File: config.mk
export PLATFORM = sky130hd
export DESIGN_NAME = fpu_wb_trace
export DESIGN_NICKNAME = d
export VERILOG_FILES = /design/src/rtl/fpu_wb_trace_pkg.sv /design/src/rtl/fpu_wb_trace_fifo.sv /design/src/rtl/fpu_wb_trace.sv
export SDC_FILE = /design/constraint.sdc
export NUM_CORES = 1
export LEC_CHECK = 0
export ABC_CLOCK_PERIOD_IN_PS = 11520
export CORE_MARGIN = 2
export CORE_UTILIZATION = 45
export DETAILED_ROUTE_END_ITERATION = 6
export GPL_TIMING_DRIVEN = 0
export SYNTH_ARGS = -nofsm -noshare
export SYNTH_HDL_FRONTEND = slang
export SYNTH_HIERARCHICAL = 1
export SYNTH_SLANG_ARGS = --single-unit
export TNS_END_PERCENT = 20
File: constraint.sdc
create_clock -name clk -period 11.52 [get_ports clk]
set_input_delay 2.88 -clock clk [delete_from_list [all_inputs] [get_ports clk]]
set_output_delay 2.88 -clock clk [all_outputs]
set_load 0.01 [all_outputs]
File: src/rtl/fpu_wb_trace_pkg.sv
// Shared types, default widths and helpers for the FP writeback trace block.
package fpu_wb_trace_pkg;

  localparam int DEF_DEPTH = 16;
  localparam int DEF_TS_W  = 16;
  localparam int DEF_CNT_W = 16;
  localparam int WN_W      = 5;
  localparam int WD_W      = 32;

  // Writeback payload; a FIFO entry is this record followed by the TS_W-bit stamp,
  // i.e. {wn, wd, ts}, so the stamp width can follow the top-level parameter.
  typedef struct packed {
    logic [WN_W-1:0] wn;
    logic [WD_W-1:0] wd;
  } wb_t;

  // Entry record at the default stamp width.
  typedef struct packed {
    wb_t                 wb;
    logic [DEF_TS_W-1:0] ts;
  } entry_t;

  // Saturating increment of a w-bit value (w <= 32) carried in a 32-bit container.
  function automatic logic [31:0] sat_inc(input logic [31:0] v, input int w);
    logic [31:0] lim;
    lim = (w >= 32) ? 32'hFFFF_FFFF : ((32'd1 << w) - 32'd1);
    return (v >= lim) ? lim : v + 32'd1;
  endfunction

endpackage

File: src/rtl/fpu_wb_trace_fifo.sv
// Generic show-ahead synchronous FIFO with explicit occupancy counter.
module trace_fifo #(
  parameter int WIDTH = 8,
  parameter int DEPTH = 16
) (
  input  logic                       clk,
  input  logic                       clr,
  input  logic                       flush,
  input  logic                       push,
  input  logic                       pop,
  input  logic [WIDTH-1:0]           din,
  output logic [WIDTH-1:0]           dout,
  output logic [$clog2(DEPTH):0]     level,
  output logic                       full,
  output logic                       empty
);

  localparam int AW = $clog2(DEPTH);
  localparam int LW = AW + 1;

  logic [WIDTH-1:0] mem_q [DEPTH];
  logic [AW-1:0]    wr_ptr_q, wr_ptr_d;
  logic [AW-1:0]    rd_ptr_q, rd_ptr_d;
  logic [LW-1:0]    level_q, level_d;
  logic             do_push, do_pop;

  // Accept/advance decisions; a push into a full FIFO is allowed only alongside a pop.
  always_comb begin
    full     = (level_q == LW'(DEPTH));
    empty    = (level_q == '0);
    do_pop   = pop & ~empty;
    do_push  = push & (~full | do_pop);
    wr_ptr_d = wr_ptr_q;
    rd_ptr_d = rd_ptr_q;
    level_d  = level_q;
    if (flush) begin
      wr_ptr_d = '0;
      rd_ptr_d = '0;
      level_d  = '0;
    end else begin
      if (do_push) wr_ptr_d = wr_ptr_q + AW'(1);
      if (do_pop)  rd_ptr_d = rd_ptr_q + AW'(1);
      level_d = level_q + LW'(do_push) - LW'(do_pop);
    end
  end

  // Pointer and occupancy state.
  always_ff @(posedge clk) begin
    if (clr) begin
      wr_ptr_q <= '0;
      rd_ptr_q <= '0;
      level_q  <= '0;
    end else begin
      wr_ptr_q <= wr_ptr_d;
      rd_ptr_q <= rd_ptr_d;
      level_q  <= level_d;
    end
  end

  // Storage write; contents are deliberately left untouched by reset.
  always_ff @(posedge clk) begin
    if (do_push & ~flush & ~clr) mem_q[wr_ptr_q] <= din;
  end

  // Show-ahead read port.
  always_comb begin
    dout  = mem_q[rd_ptr_q];
    level = level_q;
  end

endmodule

File: src/rtl/fpu_wb_trace.sv
// FP register-file writeback tracer: stamps each write, buffers it, counts stalls and drops.
module fpu_wb_trace
  import fpu_wb_trace_pkg::*;
#(
  parameter int DEPTH = DEF_DEPTH,
  parameter int TS_W  = DEF_TS_W,
  parameter int CNT_W = DEF_CNT_W
) (
  input  logic                     clk,
  input  logic                     clr,
  input  logic                     en,
  input  logic                     flush,
  input  logic                     ww,
  input  logic [4:0]               wn,
  input  logic [31:0]              wd,
  input  logic                     stl,
  output logic                     out_valid,
  input  logic                     out_ready,
  output logic [4:0]               out_wn,
  output logic [31:0]              out_wd,
  output logic [TS_W-1:0]          out_ts,
  output logic [$clog2(DEPTH):0]   level,
  output logic [CNT_W-1:0]         drop_cnt,
  output logic [CNT_W-1:0]         stall_cnt
);

  localparam int EW = $bits(wb_t) + TS_W;

  logic [TS_W-1:0]  ts_q, ts_d;
  logic [CNT_W-1:0] drop_q, drop_d;
  logic [CNT_W-1:0] stall_q, stall_d;
  logic             push_req, pop, full, empty;
  logic [EW-1:0]    din, dout;
  wb_t              head_wb;

  // Push gating, drop detection and next-state of stamp and counters.
  always_comb begin
    push_req = en & ww;
    pop      = ~empty & out_ready;
    din      = {wn, wd, ts_q};
    ts_d     = ts_q + TS_W'(1);
    drop_d   = drop_q;
    stall_d  = stall_q;
    // A flushed push is simply lost, not a drop.
    if (push_req & full & ~pop & ~flush) drop_d = CNT_W'(sat_inc(32'(drop_q), CNT_W));
    if (stl) stall_d = CNT_W'(sat_inc(32'(stall_q), CNT_W));
  end

  // Free-running stamp and saturating event counters.
  always_ff @(posedge clk) begin
    if (clr) begin
      ts_q    <= '0;
      drop_q  <= '0;
      stall_q <= '0;
    end else begin
      ts_q    <= ts_d;
      drop_q  <= drop_d;
      stall_q <= stall_d;
    end
  end

  trace_fifo #(
    .WIDTH (EW),
    .DEPTH (DEPTH)
  ) u_fifo (
    .clk   (clk),
    .clr   (clr),
    .flush (flush),
    .push  (push_req),
    .pop   (pop),
    .din   (din),
    .dout  (dout),
    .level (level),
    .full  (full),
    .empty (empty)
  );

  // Unpack the head entry onto the reader interface.
  always_comb begin
    {head_wb, out_ts} = dout;
    out_wn    = head_wb.wn;
    out_wd    = head_wb.wd;
    out_valid = ~empty;
    drop_cnt  = drop_q;
    stall_cnt = stall_q;
  end

endmodule

==> results of run 1 <==
final cells by class:
type / instances / area share, %
clock buffer: 123 / 6.19
inverter: 14 / 0.127
multi-input combinational: 637 / 18.5
tap: 1030 / 3.12
sequential: 913 / 64.8
clock inverter: 52 / 0.943
buffer: 83 / 1.12
timing repair buffer: 169 / 5.15
registers in the layout (all words and copies together) (netlist names), named ones only:
name and cells:
drop_cnt 16, u_fifo/level 5, stall_cnt 16, u_fifo/wr_ptr_q 4, u_fifo/mem_q 848, u_fifo/rd_ptr_q 4
ts_q 16
cells in the mapped netlist, types with 2 or more instances:
library cell and count:
a21oi_1 33, nand3_1 20, nand4_4 2, nor3_2 3
o21ai_0 4, dfxtp_1 65, nor2b_1 4, o21a_1 2
a31oi_1 2, buf_6 12, buf_2 17, nor3_1 6
or3_1 4, and2_1 4, nor2_1 49, a22oi_1 106
ha_1 14, a211oi_1 3, buf_4 5, nand4_1 10
xnor2_1 12, buf_1 16, nand4_2 2, and4_1 3
clkbuf_1 30, xor2_1 29, nand2_1 77, nand3b_1 2
and3_1 10, o211ai_1 2, edfxtp_1 848, nor4_1 3
inv_1 14, mux4_2 212
power groups by stage:
stage | combinational (W) | sequential [W] | clock (W)
after CTS | 0.0000980 | 0.00362 | 0.00295
after floorplan | 0.0000327 | 0.00369 | 0
after global routing | 0.000106 | 0.00362 | 0.00308
final | 0.0000956 | 0.00362 | 0.00288
after global placement | 0.0000913 | 0.00369 | 0
after detailed placement | 0.0000976 | 0.00369 | 0
metrics by stage:
step,cell area (µm²),std cells,power [W],setup WS [ns],hold WS [ns]
floorplan,34800,1647,0.00372,5.17,0.463
global placement,37400,2810,0.00378,1.57,0.486
detailed placement,38300,2846,0.00379,5.47,0.508
CTS,41300,3021,0.00667,5.01,0.516
global route,41300,3021,0.00681,4.92,0.556
finish,41300,3021,0.00660,5.05,0.512
worst max-delay path: stages, from the launching register on:
cell	delay, ns
dfxtp_1	0.30
buf_2	0.19
buf_2	0.35
buf_1	0.77
mux4_2	0.42
a22oi_1	0.17
nand2_1	0.20
clkdlybuf4s50_1	0.54
cells by family (layout without fill, tap and decap cells):
family                   after synthesis  in the layout  synth area share, %
flip-flops                           913            913                 76.9
buffers and inverters                 97            441                 1.48
AND/OR/NAND/NOR                      212            212                 3.18
XOR/XNOR                              41             41                 1.03
adder cells (fa/ha/maj)               15             15                0.561
AO/OA/AOI/OAI                        156            156                 3.10
multiplexers                         213            213                 13.7
how the worst min path moves through the flow:
stage                       start            endpoint  slack, ns
6_report       u_fifo/rd_ptr_q[1]                flop       0.51
3_3_place_gp   u_fifo/rd_ptr_q[1]  u_fifo/rd_ptr_q[1]       0.49
4_1_cts        u_fifo/rd_ptr_q[1]                flop       0.52
2_1_floorplan  u_fifo/rd_ptr_q[1]                flop       0.46
5_1_grt        u_fifo/rd_ptr_q[1]                flop       0.56
3_5_place_dp   u_fifo/rd_ptr_q[1]  u_fifo/rd_ptr_q[1]       0.51
layer usage:
layer  GRT usage [%]  vias to the layer above
met2            33.1                      511
met5               0                        -
met4            4.65                        0
met1            28.3                     9196
met3            3.02                       97
li1                -                     7391
==> metrics, run 1 <==
outcome finished clean; Post-synth EDFFs 848; synth-to-layout area growth 18.6%; Synth top area share 73.2%; port bufs 133; die height approximately 280 µm; Hold Buf Count CTS 0; drt pass-1 iters 5; Sw Pwr 0.00129 W; kind of critical path flop to output pin; Pwr Density 160 nW/µm²; static leakage 12.8 nW; post-synth top area cell edfxtp_1; commonest non-fill, non-tap cell in the layout edfxtp_1; WL met1 33,300 µm; die width 282 µm; Comb power frac 1.4%; RSZ-0062 raised after global routing no; Clock power frac 43.7%; Crit. End Element output pin; cells after synthesis 1,647; Startpoint Class flop; CP arrival ~3.6 ns; row count 101; post-cts resize count 0; fin nets ~2,000; YS warnings 6; GP Congestion 0.771; Final Util 54.2%; multi-input logic area 7640 µm²; total clock sinks 913; ANT nets after route 0; gr ovfl total 0; worst-case reg-to-reg path depth 15; Initial DRC Count 1,489; hold path depth 2; Num CTS Buffers 95; first-pass GRT wire length between 100,000 and 150,000 µm; Post-CTS Setup Inserts 0; Routed met3 length 4460 µm; Core Area 76,200 µm²; min cycle time layout 6.47 ns; CTS tree done; via count 17,200; Mapped Area 34,800 µm²; worst-path maximum fanout 10; die footprint 79,600 µm²; Residual DRC 0; Final Hold Viols 0; routed wire length 77,900 µm; register area 26,800 µm²; Rel. slew slack 25.4%; Post-synth ARST share 0%; maximum clock insertion buffer count 3; fillers 5,816; maximum number of pins on one net before global-route repair 24; sequential share of the synthesized area 76.9%; HPWL Detailed 49,100 µm; flops & latches, synth 913; initial antenna violation count 0; # diodes 0; Avg Inst Size Synth 21.1 µm²; Max Freq 0.155 GHz; Slew @ Worst Pin 1.11 ns; Pint approximately 0.0053 W; Clock Latency Late Sink 0.64 ns; commonest non-fill, non-tap cells in the layout edfxtp_1 (848), mux4_2 (212), clkdlybuf4s50_1 (133); Synth Flop Type edfxtp_1; CP Data Required Time 8.64 ns; final setup vio count 0; worst r2r dst u_fifo/level[4]; end of the critical path out_ts[9]; worst reg2reg path startpoint u_fifo/level[2]; period utilisation layout between 50% and 60%; DR WL/cell 25.8 µm; clock skew roughly 0.021 ns; main area contributors after synthesis edfxtp_1 (73%), mux4_2 (14%), dfxtp_1 (3.7%); Initial Util 45.7%; Clock Tree Root clkbuf_16; clk slew on worst S/H paths 0.06 ns; syn nets 1,706; ratio of cells with drive above 1 in the final layout 22.3%; Max Cap Viol 0; Peak VDD IR 0.118 mV; Max Slew Vio Count 0; synth unique cells 56; r2r setup slk 7.82 ns; # IOs 135; htree depth 3; vias in the first global route 17,900; top layer in use met4; Worst Hold Class flop to flop; Sw Share 19.5%; Overall Global Routing Usage 20.0%; register share of total power 54.9%; Via density 5.69; Met2 Wirelength 38,900 µm; Fin Setup TNS 0 ns
Note: power is estimated with default switching activity, not from simulation.
==> inputs of run 2 (changes only) <==
--- a/config.mk
+++ b/config.mk
@@ -5,7 +5,7 @@
 export SDC_FILE = /design/constraint.sdc
 export NUM_CORES = 1
 export LEC_CHECK = 0
-export ABC_CLOCK_PERIOD_IN_PS = 11520
+export ABC_CLOCK_PERIOD_IN_PS = 6500
 export CORE_MARGIN = 2
 export CORE_UTILIZATION = 45
 export DETAILED_ROUTE_END_ITERATION = 6
==> constraint.sdc (replaced) <==
create_clock -name clk -period 6.5 [get_ports clk]
set_input_delay 1.625 -clock clk [delete_from_list [all_inputs] [get_ports clk]]
set_output_delay 1.625 -clock clk [all_outputs]
set_load 0.01 [all_outputs]
==> results of run 2 <==
Same layout as run 1 (identical final DEF). Status: finished clean.
Main changes from that run: setup slack after placement 5.47 ns -> 1.70 ns; setup slack after layout 5.05 ns -> 1.29 ns; register-to-register setup slack 7.82 ns -> 2.80 ns; total power 0.00660 W -> 0.0117 W; worst IR drop on VDD 0.118 mV -> 0.209 mV
==> inputs of run 3 (changes only) <==
--- a/config.mk
+++ b/config.mk
@@ -5,7 +5,7 @@
 export SDC_FILE = /design/constraint.sdc
 export NUM_CORES = 1
 export LEC_CHECK = 0
-export ABC_CLOCK_PERIOD_IN_PS = 6500
+export ABC_CLOCK_PERIOD_IN_PS = 4500
 export CORE_MARGIN = 2
 export CORE_UTILIZATION = 45
 export DETAILED_ROUTE_END_ITERATION = 6
==> constraint.sdc (replaced) <==
create_clock -name clk -period 4.5 [get_ports clk]
set_input_delay 1.125 -clock clk [delete_from_list [all_inputs] [get_ports clk]]
set_output_delay 1.125 -clock clk [all_outputs]
set_load 0.01 [all_outputs]
==> run 3 against run 2 <==
Effect of this change:
- clock skew barely moved
- critical endpoint is now out_ts[12]
- hold slack hardly changed
- design area up 0.13%
- die area stayed put
- via count increased by 0.35%
- critical path depth decreased by 1
- register-to-register slack lost 2.0 ns
==> metrics, run 3 (synthesis gave the netlist of run 1 again) <==
outcome finished clean; Slowest cell on crit path buf_1; period utilisation layout 98.4%; CP Data Required Time 3.38 ns; Initial Util 45.7%; maximum number of pins on one net before global-route repair 24; slowest stage delay, CP 0.62 ns; Hold Buf Count CTS 0; Crit. End Element output pin; CTS tree done; Post-CTS Setup Inserts 0; DR WL/cell around 26 µm; max reg flops ~850; min cycle time layout between 4 and 5 ns; HPWL Detailed 49,100 µm; clk slew on worst S/H paths about 0.060 ns; synth-to-layout area growth 18.8%; total clock sinks roughly 910; commonest non-fill, non-tap cell in the layout edfxtp_1; post-route cell area ~41,000 µm²; Max Cap Viol 0; initial antenna violation count 0; drt pass-1 iters 5; fin nets 1,972; Startpoint Class flop; placed cell area 38,300 µm²; Most flops, register u_fifo/mem_q; first-pass GRT wire length 116,000 µm; die footprint 79,600 µm²; maximum clock insertion buffer count 3; ratio of cells with drive above 1 in the final layout between 20% and 30%; Final Util 54.2%; RSZ-0062 raised after global routing yes; pre-CTS WS a little over 0.2 ns; Max Freq roughly 0.23 GHz; static leakage 12.9 nW; final setup vio count 0; GP Congestion around 0.77; # diodes 0; CP delay by family, top buffers and inverters; Overall Global Routing Usage 20.0%; Initial DRC Count 1,542; port bufs 133; die height 282 µm; Num CTS Buffers 95; Setup WS post-layout ~0.07 ns; Peak VDD IR 0.302 mV; routed wire length 77,900 µm; clock skew 0.0207 ns; vias in the first global route 17,900; ANT nets after route 0; gr ovfl total 0; worst-path maximum fanout 10; via count between 15,000 and 20,000; htree depth 3; Buffers & Inverters on Critical Path 3; Residual DRC 0; CP arrival 3.30 ns; Core Area 76,200 µm²; kind of critical path flop to output pin; fillers 5,817; r2r setup slk 0.80 ns; worst-path cell chain and2_1 > clkbuf_1 > buf_1 > a22oi_1 > nand2_1 > clkdlybuf4s50_1; Worst Hold Class flop to flop; post-cts resize count 25; Rel. slew slack 28.7%; Final Hold Viols 0; Max Slew Vio Count 0; commonest non-fill, non-tap cells in the layout edfxtp_1 (848), mux4_2 (212), clkdlybuf4s50_1 (133); Hold WS 0.512 ns; Clock Tree Root clkbuf_16; Slew @ Worst Pin between 1 and 1.5 ns; die width 282 µm; row count 101; # IOs 135; total power 0.0169 W; Via density 5.71; Clock Latency Late Sink 0.64 ns; Pwr Density 409 nW/µm²
run 3: cell type report:
cell class | instances | area, µm² | share of cell area, %
well taps | 1030 | 1290 | 3.12
multi-input cells | 637 | 7650 | 18.5
flip-flops and latches | 913 | 26800 | 64.7
repair buffers | 169 | 2130 | 5.15
inverters | 14 | 52.6 | 0.127
clock buffers | 123 | 2550 | 6.18
clock inverters | 52 | 389 | 0.941
plain buffers | 83 | 514 | 1.24
run 3: metal layers:
metal,up-vias,wire [µm],share of wire (%),GRT usage [%]
met5,-,0,0,0
met3,100,4190,5.4,3.02
met2,490,39000,50,33.1
met1,9281,33500,43,28.2
met4,0,1240,1.6,4.65
li1,7385,-,-,-
run 3: worst register-to-register path, delay by kind of cell (launching register included):
kind | cells | cell delay [ns]
and+or+nand+nor | 4 | 1.14
adders and majority gates | 4 | 1.12
AOI/OAI and AO/OA | 3 | 0.66
DFF | 1 | 0.35
buffers and inverters | 4 | 0.35
run 3: path summary, 6_finish.rpt:
check | end | cells after the start | from
worst min-delay path | flop | 2 | u_fifo/rd_ptr_q[1]
worst max-delay path | out_ts[12] | 6 | flop
worst min register to register | flop | 2 | u_fifo/rd_ptr_q[1]
worst max register to register | u_fifo/level[4] | 15 | u_fifo/level[2]
run 3: per-stage QoR:
stage               setup TNS (ns)  std cells
floorplan                   -55.34       1647
global placement          -2911.70       2810
detailed placement               0       2846
CTS                        -0.0633       3021
global route               -0.0878       3021
finish                           0       3021
run 3: power by group:
group	internal (W)	switching [W]
registers	0.00926	0.0000192
clock network	0.00424	0.00314
logic	0.0000998	0.000145
total	0.0136	0.00330
